`config.mk`:
```
export PLATFORM = sky130hd
export DESIGN_NAME = execute_stage
export DESIGN_NICKNAME = d
export VERILOG_FILES = /design/src/rtl/control_unit_pkg.sv /design/src/rtl/cpu_types_pkg.sv /design/src/rtl/execute_stage_alu.sv /design/src/rtl/execute_stage.sv
export SDC_FILE = /design/constraint.sdc
export NUM_CORES = 1
export LEC_CHECK = 0
export CAP_MARGIN = 20
export CELL_PAD_IN_SITES_DETAIL_PLACEMENT = 1
export CELL_PAD_IN_SITES_GLOBAL_PLACEMENT = 1
export CORE_MARGIN = 2
export CORE_UTILIZATION = 40
export DETAILED_ROUTE_END_ITERATION = 7
export HOLD_SLACK_MARGIN = 0.06
export PLACE_DENSITY_LB_ADDON = 0.05
export SLEW_MARGIN = 10
export SYNTH_ARGS = -nofsm -noshare
export SYNTH_HDL_FRONTEND = slang
export SYNTH_SLANG_ARGS = --single-unit
```
`constraint.sdc`:
```
create_clock -name CLK -period 4.5 [get_ports CLK]
set_clock_uncertainty 0.1 [all_clocks]
set_input_delay 0.9 -clock CLK [delete_from_list [all_inputs] [get_ports CLK]]
set_output_delay 0.9 -clock CLK [all_outputs]
set_load 0.02 [all_outputs]
```
`src/rtl/control_unit_pkg.sv`:
```
// control_unit_pkg: control encodings shared between decode and execute.
//   regsel_t - register write-back source select
//   FWD_REG  - forward-select value meaning "use the register-file operand"
package control_unit_pkg;

  typedef enum logic [1:0] {
    RSEL_ALU = 2'd0,
    RSEL_MEM = 2'd1,
    RSEL_NPC = 2'd2,
    RSEL_LUI = 2'd3
  } regsel_t;

  localparam int FWD_REG = 0;

endpackage

```
`src/rtl/cpu_types_pkg.sv`:
```
// cpu_types_pkg: shared datapath types for the pipelined MIPS core.
//   word_t   - 32-bit machine word
//   regbit_t - register-file index
//   aluop_t  - ALU operation, including ALU_MUL for the iterative multiplier
//   alusrc_t - ALU B-operand source select
package cpu_types_pkg;

  typedef logic [31:0] word_t;
  typedef logic [4:0]  regbit_t;

  typedef enum logic [3:0] {
    ALU_SLL,
    ALU_SRL,
    ALU_ADD,
    ALU_SUB,
    ALU_AND,
    ALU_OR,
    ALU_XOR,
    ALU_NOR,
    ALU_SLT,
    ALU_SLTU,
    ALU_MUL
  } aluop_t;

  typedef enum logic {
    SRC_REG = 1'b0,
    SRC_IMM = 1'b1
  } alusrc_t;

endpackage

```
`src/rtl/execute_stage_alu.sv`:
```
// alu: combinational ALU for the execute stage.
// Ports:
//   a, b    in  WORD_W  operands (shifts operate on b)
//   shamt   in  SHAM_W  shift amount
//   aluop   in  aluop_t operation
//   result  out WORD_W  result, modulo 2^WORD_W; ALU_MUL yields 0 here
module alu
  import cpu_types_pkg::*;
#(
  parameter int WORD_W = 32,
  parameter int SHAM_W = 5
) (
  input  logic [WORD_W-1:0] a,
  input  logic [WORD_W-1:0] b,
  input  logic [SHAM_W-1:0] shamt,
  input  aluop_t            aluop,
  output logic [WORD_W-1:0] result
);

  logic w_slt;
  logic w_sltu;

  assign w_slt  = $signed(a) < $signed(b);
  assign w_sltu = a < b;

  always_comb begin
    result = '0;
    case (aluop)
      ALU_ADD:  result = a + b;
      ALU_SUB:  result = a - b;
      ALU_AND:  result = a & b;
      ALU_OR:   result = a | b;
      ALU_XOR:  result = a ^ b;
      ALU_NOR:  result = ~(a | b);
      ALU_SLT:  result = {{(WORD_W-1){1'b0}}, w_slt};
      ALU_SLTU: result = {{(WORD_W-1){1'b0}}, w_sltu};
      ALU_SLL:  result = b << shamt;
      ALU_SRL:  result = b >> shamt;
      default:  result = '0;
    endcase
  end

endmodule

```
`src/rtl/execute_stage.sv`:
```
// execute_stage: EX stage of the pipelined MIPS datapath. Forwards operands
// from NFWD later-stage sources, runs the ALU, resolves branch-equal and
// registers everything into the EX/MEM latch with flush/stall control.
// Optional iterative shift-add multiplier enabled by macro EXEC_MULT_EN;
// while it runs, ex_busy stalls the front of the pipeline.
// Ports:
//   CLK, RST                 clock (rising), async active-high reset
//   ihit, flush              advance enable, bubble insertion
//   npc/dren/dwen/regwr/regsel/regdst   ID/EX pass-through fields
//   rdat1, rdat2, imm, shamt operands
//   aluop, alusrc            operation, B source
//   fwd_sel_a/b, fwd_data    forwarding selects, packed forwarded values
//   *_next                   EX/MEM latch outputs
//   aluout_next, wdat_next   latched result and store data
//   equal                    combinational forwarded A == forwarded B
//   ex_busy                  combinational multi-cycle op in progress
module execute_stage
  import cpu_types_pkg::*;
  import control_unit_pkg::*;
#(
  parameter  int WORD_W = 32,
  parameter  int SHAM_W = 5,
  parameter  int NFWD   = 2,
  localparam int FSEL_W = $clog2(NFWD + 1)
) (
  input  logic                   CLK,
  input  logic                   RST,
  input  logic                   ihit,
  input  logic                   flush,
  input  logic [WORD_W-1:0]      npc,
  input  logic                   dren,
  input  logic                   dwen,
  input  logic                   regwr,
  input  regsel_t                regsel,
  input  regbit_t                regdst,
  input  logic [WORD_W-1:0]      rdat1,
  input  logic [WORD_W-1:0]      rdat2,
  input  logic [WORD_W-1:0]      imm,
  input  logic [SHAM_W-1:0]      shamt,
  input  aluop_t                 aluop,
  input  alusrc_t                alusrc,
  input  logic [FSEL_W-1:0]      fwd_sel_a,
  input  logic [FSEL_W-1:0]      fwd_sel_b,
  input  logic [NFWD*WORD_W-1:0] fwd_data,
  output logic [WORD_W-1:0]      npc_next,
  output logic                   dren_next,
  output logic                   dwen_next,
  output logic                   regwr_next,
  output regsel_t                regsel_next,
  output regbit_t                regdst_next,
  output logic [WORD_W-1:0]      aluout_next,
  output logic [WORD_W-1:0]      wdat_next,
  output logic                   equal,
  output logic                   ex_busy
);

  logic [WORD_W-1:0] w_fwd_a;
  logic [WORD_W-1:0] w_fwd_b;
  logic [WORD_W-1:0] w_opb;
  logic [WORD_W-1:0] w_alu_b;
  logic [WORD_W-1:0] w_alu_result;
  logic [WORD_W-1:0] w_result;
  logic              w_busy;

  // Select FWD_REG (0) or any out-of-range value falls back to the register
  // operand; select k in 1..NFWD picks fwd_data slice k-1.
  always_comb begin
    w_fwd_a = rdat1;
    w_fwd_b = rdat2;
    for (int unsigned k = FWD_REG + 1; k <= NFWD; k++) begin
      if (fwd_sel_a == FSEL_W'(k)) w_fwd_a = fwd_data[(k-1)*WORD_W +: WORD_W];
      if (fwd_sel_b == FSEL_W'(k)) w_fwd_b = fwd_data[(k-1)*WORD_W +: WORD_W];
    end
  end

  assign w_opb = (alusrc == SRC_IMM) ? imm : w_fwd_b;
  assign equal = (w_fwd_a == w_fwd_b);

  // Shifts always act on the forwarded rt value, even when the B operand
  // mux is steering the immediate.
  assign w_alu_b = (aluop == ALU_SLL || aluop == ALU_SRL) ? w_fwd_b : w_opb;

  alu #(
    .WORD_W (WORD_W),
    .SHAM_W (SHAM_W)
  ) u_alu (
    .a      (w_fwd_a),
    .b      (w_alu_b),
    .shamt  (shamt),
    .aluop  (aluop),
    .result (w_alu_result)
  );

`ifdef EXEC_MULT_EN
  typedef enum logic [1:0] {IDLE, MUL, DONE} exec_state_t;

  localparam int CNT_W = (WORD_W > 1) ? $clog2(WORD_W) : 1;

  exec_state_t       r_state;
  exec_state_t       w_state_next;
  logic [WORD_W-1:0] r_mcand;
  logic [WORD_W-1:0] r_mplier;
  logic [WORD_W-1:0] r_acc;
  logic [CNT_W-1:0]  r_count;

  always_ff @(posedge CLK or posedge RST) begin
    if (RST) r_state <= IDLE;
    else     r_state <= w_state_next;
  end

  always_comb begin
    w_state_next = r_state;
    w_busy       = 1'b0;
    case (r_state)
      IDLE: begin
        if (aluop == ALU_MUL && !flush) begin
          w_busy       = 1'b1;
          w_state_next = MUL;
        end
      end
      MUL: begin
        w_busy = 1'b1;
        if (flush)              w_state_next = IDLE;
        else if (r_count == '0) w_state_next = DONE;
      end
      DONE: begin
        if (ihit || flush) w_state_next = IDLE;
      end
      default: w_state_next = IDLE;
    endcase
  end

  always_ff @(posedge CLK or posedge RST) begin
    if (RST) begin
      r_mcand  <= '0;
      r_mplier <= '0;
      r_acc    <= '0;
      r_count  <= '0;
    end else if (r_state == IDLE && w_state_next == MUL) begin
      r_mcand  <= w_fwd_a;
      r_mplier <= w_opb;
      r_acc    <= '0;
      r_count  <= CNT_W'(WORD_W - 1);
    end else if (r_state == MUL) begin
      if (r_mplier[0]) r_acc <= r_acc + r_mcand;
      r_mcand  <= r_mcand << 1;
      r_mplier <= r_mplier >> 1;
      r_count  <= r_count - 1'b1;
    end
  end

  assign w_result = (r_state == DONE) ? r_acc : w_alu_result;
`else
  assign w_busy   = 1'b0;
  assign w_result = w_alu_result;
`endif

  assign ex_busy = w_busy;

  always_ff @(posedge CLK or posedge RST) begin
    if (RST) begin
      npc_next    <= '0;
      dren_next   <= 1'b0;
      dwen_next   <= 1'b0;
      regwr_next  <= 1'b0;
      regsel_next <= RSEL_ALU;
      regdst_next <= '0;
      aluout_next <= '0;
      wdat_next   <= '0;
    end else if (flush) begin
      npc_next    <= '0;
      dren_next   <= 1'b0;
      dwen_next   <= 1'b0;
      regwr_next  <= 1'b0;
      regsel_next <= RSEL_ALU;
      regdst_next <= '0;
      aluout_next <= '0;
      wdat_next   <= '0;
    end else if (ihit && !w_busy) begin
      npc_next    <= npc;
      dren_next   <= dren;
      dwen_next   <= dwen;
      regwr_next  <= regwr;
      regsel_next <= regsel;
      regdst_next <= regdst;
      aluout_next <= w_result;
      wdat_next   <= w_fwd_b;
    end else if (ihit) begin
      // Stall bubble: kill side effects, keep the data fields.
      dren_next  <= 1'b0;
      dwen_next  <= 1'b0;
      regwr_next <= 1'b0;
    end
  end

endmodule

```
==> summary.md, run 1 <==
| Metric | Value |
|---|---|
| DP Cell Count | `3086` |
| Post-synth top cells | `mux2i_1 (330), nor2_1 (184), a21oi_1 (156)` |
| Clock sinks | `106` |
| Top cell type's share of synthesized area | `20.8%` |
| Status | `aborted with a tool error` |
| # H-tree levels | `3` |
| Post-Syn Area | `0.0159 mm²` |
| I/O pin cnt | `328` |
| Cells after synthesis | `1950` |
| CTS root buffer | `clkbuf_16` |
| Synth Area per Inst | `8.14 µm²` |
| Yosys top cell by area | `mux2i_1` |
| Failing step | `global routing` |
| Clock tree buffer depth | `2` |
| Most used flip-flop cell after synthesis | `dfrtp_1` |
| Syn nets | `2271` |
| Async SR Flop Fraction | `100%` |
| Starting Density | `40.8%` |
| Synth top area cells | `mux2i_1 (21%), dfrtp_1 (17%), ha_1 (7.8%)` |
| Grt ovf | `334` |
| Setup slack at placement | `-1.22 ns` |
| Placer Congestion | `1.03` |
| Synth Register Bits | `106` |
| Synth warnings | `0` |
| CTS Buf Count | `9` |
| Die H | `203 µm` |
| Post-synthesis sequential area ratio | `16.7%` |
| IO buf count | `326` |
| Run Error | `[ERROR GRT-0232] Routing congestion too high. Check the congestion heatmap in the GUI.` |
| Synth cell types | `88` |
| HPWL after detailed placement | `80000 µm` |
| Most common cell in the netlist | `mux2i_1` |
| Largest net degree at the start of global routing | `77` |
| EDFF count, synth | `0` |
| # rows | `72` |
| Die Wd | `203 µm` |
| GRT Util Overall | `84.5%` |
[through the flow]
step	utilization (%)	cell area [µm²]	setup TNS, ns	hold WS (ns)
global placement	58.1	22600	-17.57	0.377
CTS	61.8	24100	-0.0155	0.412
floorplan	-	16000	-0.0527	0.498
detailed placement	58.1	22600	-22.50	0.392
[per-layer routing]
layer | overflow | GRT usage, %
met3 | 19 | 73.8
met2 | 173 | 96.7
met1 | 8 | 82.9
met4 | 130 | 86.6
met5 | 4 | 54.0
[cell families after synthesis]
logic type | Yosys count | share of synthesized area, %
AO/OA/AOI/OAI | 534 | 22.6
XOR/XNOR | 89 | 4.91
adder cells (fa/ha/maj) | 101 | 8.06
buffers and inverters | 257 | 7.05
flip-flops | 106 | 16.7
multiplexers | 386 | 26.9
other | 1 | 0.0236
AND/OR/NAND/NOR | 476 | 13.7
[repair_timing]
item | 4_1_cts
gates resized for setup | 186
endpoints found under the setup margin | 25
gates cloned | 1
pin swaps | 49
hold buffers | 0
setup buffers | 28
==> inputs of run 2 (changes only) <==
--- a/config.mk
+++ b/config.mk
@@ -6,13 +6,10 @@
 export NUM_CORES = 1
 export LEC_CHECK = 0
 export CAP_MARGIN = 20
-export CELL_PAD_IN_SITES_DETAIL_PLACEMENT = 1
-export CELL_PAD_IN_SITES_GLOBAL_PLACEMENT = 1
 export CORE_MARGIN = 2
-export CORE_UTILIZATION = 40
+export CORE_UTILIZATION = 25
 export DETAILED_ROUTE_END_ITERATION = 7
-export HOLD_SLACK_MARGIN = 0.06
-export PLACE_DENSITY_LB_ADDON = 0.05
+export PLACE_DENSITY_LB_ADDON = 0.15
 export SLEW_MARGIN = 10
 export SYNTH_ARGS = -nofsm -noshare
 export SYNTH_HDL_FRONTEND = slang
==> summary.md, run 2 <==
| Metric | Value |
|---|---|
| Top flop regs | `aluout_next x32, npc_next x32, wdat_next x32` |
| # rows | `92` |
| Async SR Flop Fraction | `100%` |
| Top cell type's share of synthesized area | `20.8%` |
| Largest net degree at the start of global routing | `75` |
| Final Hold Viols | `0` |
| Hold Crit Depth | `2` |
| Core region area | `0.0630 mm²` |
| Layout cell share with drive strength beyond 1 | `26.4%` |
| Achievable Freq | `226 MHz` |
| Vias per cell | `5.27` |
| Tcrit/Tclk final | `98.2%` |
| Synth Area per Inst | `8.14 µm²` |
| Final WS setup | `0.0795 ns` |
| Clock tree buffer depth | `2` |
| Status | `complete, no violations` |
| First-pass GRT wire length | `131000 µm` |
| Sequential cell area | `0.00265 mm²` |
| Die Wd | `256 µm` |
| EDFF count, synth | `0` |
| Synth cell types | `88` |
| Most frequent cells in the layout | `buf_4 (456), mux2i_1 (321), clkdlybuf4s50_1 (308)` |
| Crit path kind | `in2out` |
| Yosys top cell by area | `mux2i_1` |
| Reg-to-reg slack, setup | `2.43 ns` |
| Worst-path maximum fanout | `16` |
| # H-tree levels | `3` |
| Max-slew violation count | `0` |
| Max VDD drop | `0.000174 V` |
| Syn nets | `2271` |
| HPWL after detailed placement | `74700 µm` |
| Placer Congestion | `1.03` |
| TritonCTS clock tree | `yes` |
| Hold Crit Start | `aluout_next[3]` |
| Die area | `0.0655 mm²` |
| I/O pin cnt | `328` |
| Most common cell after layout, fill and taps aside | `buf_4` |
| Cells after synthesis | `1950` |
| Synth top area cells | `mux2i_1 (21%), dfrtp_1 (17%), ha_1 (7.8%)` |
| WL/cell | `26.1 µm` |
| Area Growth Syn to Fin | `53.1%` |
| Multi-input logic area | `0.0128 mm²` |
| Synth Register Bits | `106` |
| Synth warnings | `0` |
| DRT iter0 DRCs | `1533` |
| Final net count | `2934` |
| Post-route minimum period | `4.42 ns` |
| Starting Density | `25.2%` |
| DRT Pass-1 Iters | `6` |
| DRC | `0` |
| Hold Buf Count CTS | `0` |
| Unrepaired setup endpoints after global routing | `false` |
| Most used flip-flop cell after synthesis | `dfrtp_1` |
| Clock Latency Late Sink | `0.41 ns` |
| Vias | `18300` |
| PwrDens | `247 mW/mm²` |
| Die H | `256 µm` |
| WL final | `90500 µm` |
| Reg2Reg Depth | `7` |
| Initial antenna violation count | `5` |
| Worst hold path class | `reg2reg` |
| CP arrival | `3.42 ns` |
| Worst Setup End Kind | `primary output` |
| Post-synth top cells | `mux2i_1 (330), nor2_1 (184), a21oi_1 (156)` |
| Reg-to-Reg End | `aluout_next[17]` |
| Setup slack at placement | `-0.840 ns` |
| Max cap viols | `0` |
| Max_slew headroom | `36.4%` |
| Setup_tns | `0 ns` |
| Vias in the first global route | `18700` |
| Setup crit start kind | `input port` |
| Most common cell in the netlist | `mux2i_1` |
| Grt ovf | `0` |
| Final ANT Viol Nets | `0` |
| Clock sinks | `106` |
| Worst-path clk slew | `0.09 ns` |
| Post-synthesis sequential area ratio | `16.7%` |
| CTS Buf Count | `9` |
| Critical Path RT | `3.50 ns` |
| Hold endpoint | `aluout_next[3]` |
| CTS root buffer | `clkbuf_16` |
| Lkg Pwr | `11.0 nW` |
| IO buf count | `326` |
| Final setup viols | `0` |
| Fillers | `6504` |
| Post-Syn Area | `0.0159 mm²` |
| Slew @ Worst Pin | `0.928 ns` |
| GRT Util Overall | `26.8%` |
| Worst flop-to-flop path startpoint | `aluout_next[17]` |
[run 2: worst max-delay path by stage]
stage	startpoint	to	slack (ns)	cells past startpoint
2_1_floorplan	fwd_sel_b[0]	aluout_next[28]	-0.03	19
3_3_place_gp	aluop[3]	aluout_next[30]	-0.81	17
3_5_place_dp	aluop[3]	aluout_next[30]	-0.84	17
4_1_cts	alusrc	aluout_next[28]	0.02	17
5_1_grt	fwd_sel_a[0]	equal	0.005	14
6_report	fwd_sel_b[1]	equal	0.08	9
[run 2: critical path: stages]
cell	delay, ns
buf_2	0.23
buf_4	0.35
mux2i_1	0.82
xor2_1	0.19
nor4_2	0.27
buf_4	0.18
nand4_1	0.14
nor2_1	0.16
buf_4	0.17
[run 2: final cells by class]
type | count | area share [%]
diodes | 1 | 0.0103
clock buffers | 10 | 0.983
clock inverters | 6 | 0.263
inverters | 103 | 1.62
multi-input cells | 1587 | 52.7
flip-flops and latches | 106 | 10.9
well taps | 846 | 4.36
repair buffers | 806 | 29.1
[run 2: cells by family (layout without fill, tap and decap cells)]
logic type / count (synthesis) / count (layout) / share of synthesized area [%]
fa+ha+maj: 101 / 101 / 8.06
xor+xnor: 89 / 89 / 4.91
simple gates: 476 / 476 / 13.7
buf+inv: 257 / 925 / 7.05
compound gates: 534 / 534 / 22.6
other cells: 1 / 2 / 0.0236
flops: 106 / 106 / 16.7
mux: 386 / 386 / 26.9
[run 2: repair_timing]
| action | 4_1_cts | 5_1_grt |
|---|---|---|
| resized for setup | 64 | 73 |
| setup buffers | 12 | 6 |
| setup endpoints to repair | 21 | 22 |
| cloned | 1 | 1 |
| pin swaps | 32 | 34 |
[run 2: power breakdown]
group          total [mW]  switching, mW  leakage [nW]  internal, mW
logic                4.05           2.20          9.39          1.86
clock network       0.902          0.492         0.146         0.409
registers            1.05         0.0452          1.42          1.01
[run 2: metrics by stage]
stage / instances / util [%] / area (µm²) / hold WS, ns / power (mW)
6_report: 3465 / 38.6 / 24300 / 0.405 / 6.01
3_5_place_dp: 3428 / 36.7 / 23100 / 0.391 / 4.80
4_1_cts: 3457 / 37.9 / 23900 / 0.413 / 5.86
5_1_grt: 3464 / 38.6 / 24300 / 0.447 / 6.32
2_1_floorplan: 1950 / - / 16000 / 0.498 / 2.91
3_3_place_gp: 3428 / 36.7 / 23100 / 0.386 / 4.82
[run 2: routing by layer]
layer / track usage (%) / routed length (µm)
met1: 36.2 / 40900
met2: 43.4 / 40700
met3: 4.87 / 5970
met4: 7.91 / 2900
met5: 0 / 26
Power figures use the tool's default switching activity.
==> inputs of run 3 (changes only) <==
--- a/config.mk
+++ b/config.mk
@@ -9,6 +9,7 @@
 export CORE_MARGIN = 2
 export CORE_UTILIZATION = 25
 export DETAILED_ROUTE_END_ITERATION = 7
+export GPL_TIMING_DRIVEN = 0
 export PLACE_DENSITY_LB_ADDON = 0.15
 export SLEW_MARGIN = 10
 export SYNTH_ARGS = -nofsm -noshare
==> summary.md, run 3 (synthesized netlist as in run 2, its figures left out) <==
| Metric | Value |
|---|---|
| Status | `finished, violations left` |
| Failing checks | `setup timing` |
| IO buf count | `320` |
| Final net count | `2707` |
| Worst flop-to-flop path startpoint | `aluout_next[17]` |
| Setup_tns | `-0.0602 ns` |
| Met2 Track Usage GR | `52.5%` |
| Vias in the first global route | `18400` |
| Hold Crit Depth | `2` |
| # rows | `92` |
| I/O pin cnt | `328` |
| Die Wd | `256 µm` |
| Core region area | `0.0630 mm²` |
| Layout cell share with drive strength beyond 1 | `20.2%` |
| PwrDens | `253 mW/mm²` |
| Largest net degree at the start of global routing | `58` |
| DRT Pass-1 Iters | `7` |
| GRT Util Overall | `30.8%` |
| Slew @ Worst Pin | `1.12 ns` |
| Setup slack at placement | `-2.55 ns` |
| Final WS setup | `-0.0303 ns` |
| Top flop regs | `aluout_next x32, npc_next x32, wdat_next x32` |
| Die H | `256 µm` |
| Hold endpoint | `aluout_next[3]` |
| Hold Buf Count CTS | `0` |
| Area Growth Syn to Fin | `46.0%` |
| Delay-heaviest family, CP | `compound AO/OA/AOI/OAI gates` |
| Max VDD drop | `0.000212 V` |
| Max-slew violation count | `0` |
| Grt ovf | `0` |
| Final ANT Viol Nets | `0` |
| CTS root buffer | `clkbuf_16` |
| Layer with the highest usage | `met2` |
| Crit-path cells | `buf_4, clkbuf_1, o31a_1, and2_1, a21oi_4, inv_1, ha_1, clkbuf_1, inv_1, a21oi_2, o21ai_0, nand2_1, nand4_1, a221oi_2, o221ai_2, a211oi_1, a21oi_1` |
| TritonCTS clock tree | `yes` |
| Max_slew headroom | `25.3%` |
| Tcrit/Tclk final | `101%` |
| Vias | `18500` |
| Setup crit start kind | `input port` |
| Clock tree buffer depth | `2` |
| Met1 Use GR | `38.0%` |
| Worst Setup End Kind | `register` |
| Buf+Inv Stages, Crit Path | `5` |
| Lkg Pwr | `9.62 nW` |
| Critical Path RT | `4.65 ns` |
| Clock Latency Late Sink | `0.41 ns` |
| Slowest cell delay on critical path | `0.37 ns` |
| Most common cell after layout, fill and taps aside | `clkdlybuf4s50_1` |
| CP max-delay cell | `o31a_1` |
| Die area | `0.0655 mm²` |
| Crit path kind | `in2reg` |
| Placer Congestion | `0.999` |
| Vias per cell | `5.72` |
| Final Hold Viols | `0` |
| Met3 Usage GRT | `5.91%` |
| WL/cell | `32.3 µm` |
| Reg-to-reg slack, setup | `2.14 ns` |
| Most frequent cells in the layout | `clkdlybuf4s50_1 (307), mux2i_1 (278), nor2_1 (178)` |
| Max cap viols | `0` |
| DRT iter0 DRCs | `1840` |
| Reg2Reg Depth | `6` |
| HPWL after detailed placement | `84200 µm` |
| Final setup viols | `2` |
| First-pass GRT wire length | `144000 µm` |
| Post-route minimum period | `4.53 ns` |
| Unrepaired setup endpoints after global routing | `true` |
| Worst-path maximum fanout | `10` |
| Initial antenna violation count | `7` |
| Worst-path clk slew | `0.09 ns` |
| Worst hold path class | `reg2reg` |
| CTS Buf Count | `9` |
| Clock sinks | `106` |
| CP arrival | `4.68 ns` |
| WL final | `104000 µm` |
| # H-tree levels | `3` |
| Starting Density | `25.2%` |
| Reg-to-Reg End | `aluout_next[17]` |
| Hold Crit Start | `aluout_next[3]` |
| DRC | `0` |
| Achievable Freq | `221 MHz` |
| Crit. path cell count | `17` |
## run 3: power by group
group	total, mW	switching, mW	internal (mW)	leakage [nW]
registers	1.05	0.0414	1.01	1.42
logic	3.93	2.37	1.56	8.05
clock network	0.884	0.491	0.393	0.147
## run 3: worst max path at each step
| stage | startpoint | end | slack, ns |
|---|---|---|---|
| 2_1_floorplan | fwd_sel_b[0] | aluout_next[28] | -0.03 |
| 3_3_place_gp | fwd_sel_a[0] | aluout_next[28] | -2.63 |
| 3_5_place_dp | fwd_sel_a[0] | aluout_next[28] | -2.55 |
| 4_1_cts | aluop[2] | aluout_next[23] | 0.006 |
| 5_1_grt | aluop[1] | aluout_next[30] | -0.18 |
| 6_report | aluop[2] | aluout_next[30] | -0.03 |
## run 3: final cells by class
class | count | area [µm²]
Buffer | 142 | 892
Inverter | 103 | 409
Clock inverter | 7 | 70.1
Tap cell | 846 | 1060
Timing Repair Buffer | 437 | 4280
Clock buffer | 9 | 225
Sequential cell | 106 | 2650
Multi-Input combinational cell | 1587 | 13600
Fill cell | 6538 | 39800
Antenna cell | 2 | 5.00
## run 3: layer usage
metal	vias up	share of wire, %
li1	8043	-
met2	989	47
met1	9289	40
met5	-	0.051
met3	202	8.0
met4	8	4.8
## run 3: timing repair
action	4_1_cts	5_1_grt
setup endpoints to repair	33	24
pin swaps	38	53
gates resized for setup	269	121
setup buffers	63	49
gates cloned	1	0
## run 3: through the flow
step           utilization (%)  instances  hold WS (ns)  power, mW  area (µm²)
2_1_floorplan                -       1950         0.498       2.91       16000
3_3_place_gp              32.2       3116         0.382       4.25       20300
3_5_place_dp              32.3       3122         0.380       4.26       20300
4_1_cts                   35.4       3192         0.402       5.55       22300
5_1_grt                   36.8       3237         0.448       6.07       23200
6_report                  36.8       3239         0.399       5.86       23200
## run 3: worst register-to-register path, cell delays in order (launching register included)
cell and delay, ns:
dfrtp_1 0.46, a222oi_1 0.72, nand2_1 0.15, a221oi_1 0.22
o21ai_0 0.26, a21oi_1 0.28, nor2_1 0.06
==> RTL change, RTL diff (flow settings as in run 2) <==
The package constant `FWD_REG` goes from 0 to 1. Comments in the files are not updated.
--- a/src/rtl/control_unit_pkg.sv
+++ b/src/rtl/control_unit_pkg.sv
@@ -10,7 +10,7 @@
     RSEL_LUI = 2'd3
   } regsel_t;
 
-  localparam int FWD_REG = 0;
+  localparam int FWD_REG = 1;
 
 endpackage
 
Behaviour: not the same (a bounded check fails within 4 cycles, from zero or initial values and one cycle with RST high).
==> RTL change against run 2 <==
  * Routed wire length shrank 5.4%
  * Hold slack lost 0.027 ns
  * Global-route usage grew 1.5 points
  * Sequential power is essentially flat
  * Non-clock buffer count grew 33
  * Via count shrank 4.7%
  * Total power shrank 10%
  * Synthesized area shrank 8.8%
  * Setup slack lost 0.0029 ns
  * Cell area shrank 6.7%
  * Sequential cell count is the same
  * Die area shrank 8.7%
  * Largest cell class unchanged
==> RTL change: results (changes against run 2) <==
{| class="wikitable"
! Metric !! Value
|-
| Number of vias per cell || 5.28 (+0.32%)
|-
| Part of the Yosys area used for sequential elements || 18.3% (+1.6 points)
|-
| Placed Cells || 3,258 (-5.0%)
|-
| Final weighted congestion in routability-driven placement || 0.981 (-4.4%)
|-
| Distinct cell type count after synthesis || 86 (-2.3%)
|-
| Layout cell share with drive strength beyond 1 || 30.0% (+3.5 points)
|-
| Length of the first detailed-routing pass in iterations || 5 (-1)
|-
| Routed wire per std cell || 26.0 microns (-0.42%)
|-
| Max incr delay on CP || 0.36 ns (-0.46 ns)
|-
| Result of the run || complete, no violations
|-
| Leading post-synthesis cells by cell area || dfrtp_1, mux2i_1, ha_1
|-
| Post-synthesis average cell area || 7.97 sq um (-2.1%)
|-
| Maximum fanout along the worst path || 7 (-9)
|-
| Slew of the pin with the lowest slew margin || 0.969 ns (+0.0407 ns)
|-
| Worst vdd rail ir drop || 0.163 mV (-6.4%)
|-
| Initial antenna violation count || 1 (-4)
|-
| Aggregate global-route resource usage || 28.3% (+1.5 points)
|-
| Vias in the first global route || 17.8k (-4.8%)
|-
| Post-synth top cells || nor2_1, mux2i_1, a21oi_1
|-
| Met3 usage in global routing || 3.67% (-1.2 points)
|-
| Later-pin clock latency in the skew report || 0.39 ns (-0.02 ns)
|-
| GR met2 Demand/Resource || 49.3% (+5.9 points)
|-
| Initial detailed-routing violation count || 1,281 (-16%)
|-
| Number of nets in the layout || 2,843 (-3.1%)
|-
| Met1 Usage GRT || 35.0% (-1.3 points)
|-
| Top Family by Delay on Critical Path || compound AO/OA/AOI/OAI gates
|-
| Detailed placement HPWL || 71,200 microns (-4.6%)
|-
| Buffers added on ports || 294 (-9.8%)
|-
| Origin of the worst setup path || aluop[2]
|}
[RTL change: power by group]
part           total [uW]  switching (uW)  internal [uW]
sequential           1050            37.3           1010
clock                 891             486            405
combinational        3440            1850           1590
[RTL change: repair_timing]
item	CTS	global route
pin swaps	18	25
gates resized for setup	69	51
gates cloned	1	1
hold buffers	0	0
setup endpoints to repair	26	23
buffers inserted	8	9
[RTL change: cell families (layout without fill, tap and decap cells)]
family,count (synthesis),count (layout),synth area share (%)
compound gates,578,578,27.3
xor+xnor,62,62,3.75
fa+ha+maj,101,101,8.84
buf+inv,242,953,7.33
flops,106,106,18.3
mux,222,222,19.3
other cells,1,2,0.0259
simple gates,504,504,15.1
[RTL change: layer usage]
metal,part of all wire [%],vias to the layer above
li1,-,8091
met1,41,8608
met2,49,582
met3,5.1,120
met4,4.7,0
met5,0,-
[RTL change: final cells by class]
class,instances,area (sq um)
Sequential cell,106,2650
Antenna cell,1,2.50
Inverter,98,370
Timing Repair Buffer,839,7190
Fill cell,5929,34800
Clock inverter,7,91.3
Clock buffer,9,225
Tap cell,765,957
Multi-Input combinational cell,1468,11200
[RTL change: worst paths after layout]
check | end | slack [ns] | cells past startpoint
worst max register to register | aluout_next[23]$_DFFE_PP0P_ | 2.47 | 8
worst max-delay path | aluout_next[29]$_DFFE_PP0P_ | 0.08 | 21
max in group asynchronous | aluout_next[10]$_DFFE_PP0P_ | 2.71 | 3
min in group asynchronous | wdat_next[22]$_DFFE_PP0P_ | 0.80 | 2
worst min-delay path | aluout_next[3]$_DFFE_PP0P_ | 0.38 | 2
worst min register to register | aluout_next[3]$_DFFE_PP0P_ | 0.38 | 2
[RTL change: worst reg2reg max path: cells and delay by family, from the launching register on]
family | cells | cell delay, ns
AO/OA/AOI/OAI | 6 | 1.18
flip-flops | 1 | 0.39
AND/OR/NAND/NOR | 2 | 0.24
[RTL change: metrics by stage]
stage	util [%]	hold slack (ns)	TNS [ns]	setup WS, ns
final	39.5	0.378	0	0.0766
after CTS	39.0	0.389	0	0.00815
after global routing	39.5	0.424	-0.0498	-0.0487
after global placement	37.9	0.357	-18.36	-1.07
after detailed placement	37.9	0.368	-18.59	-1.03
after floorplan	-	0.483	-0.111	-0.0755
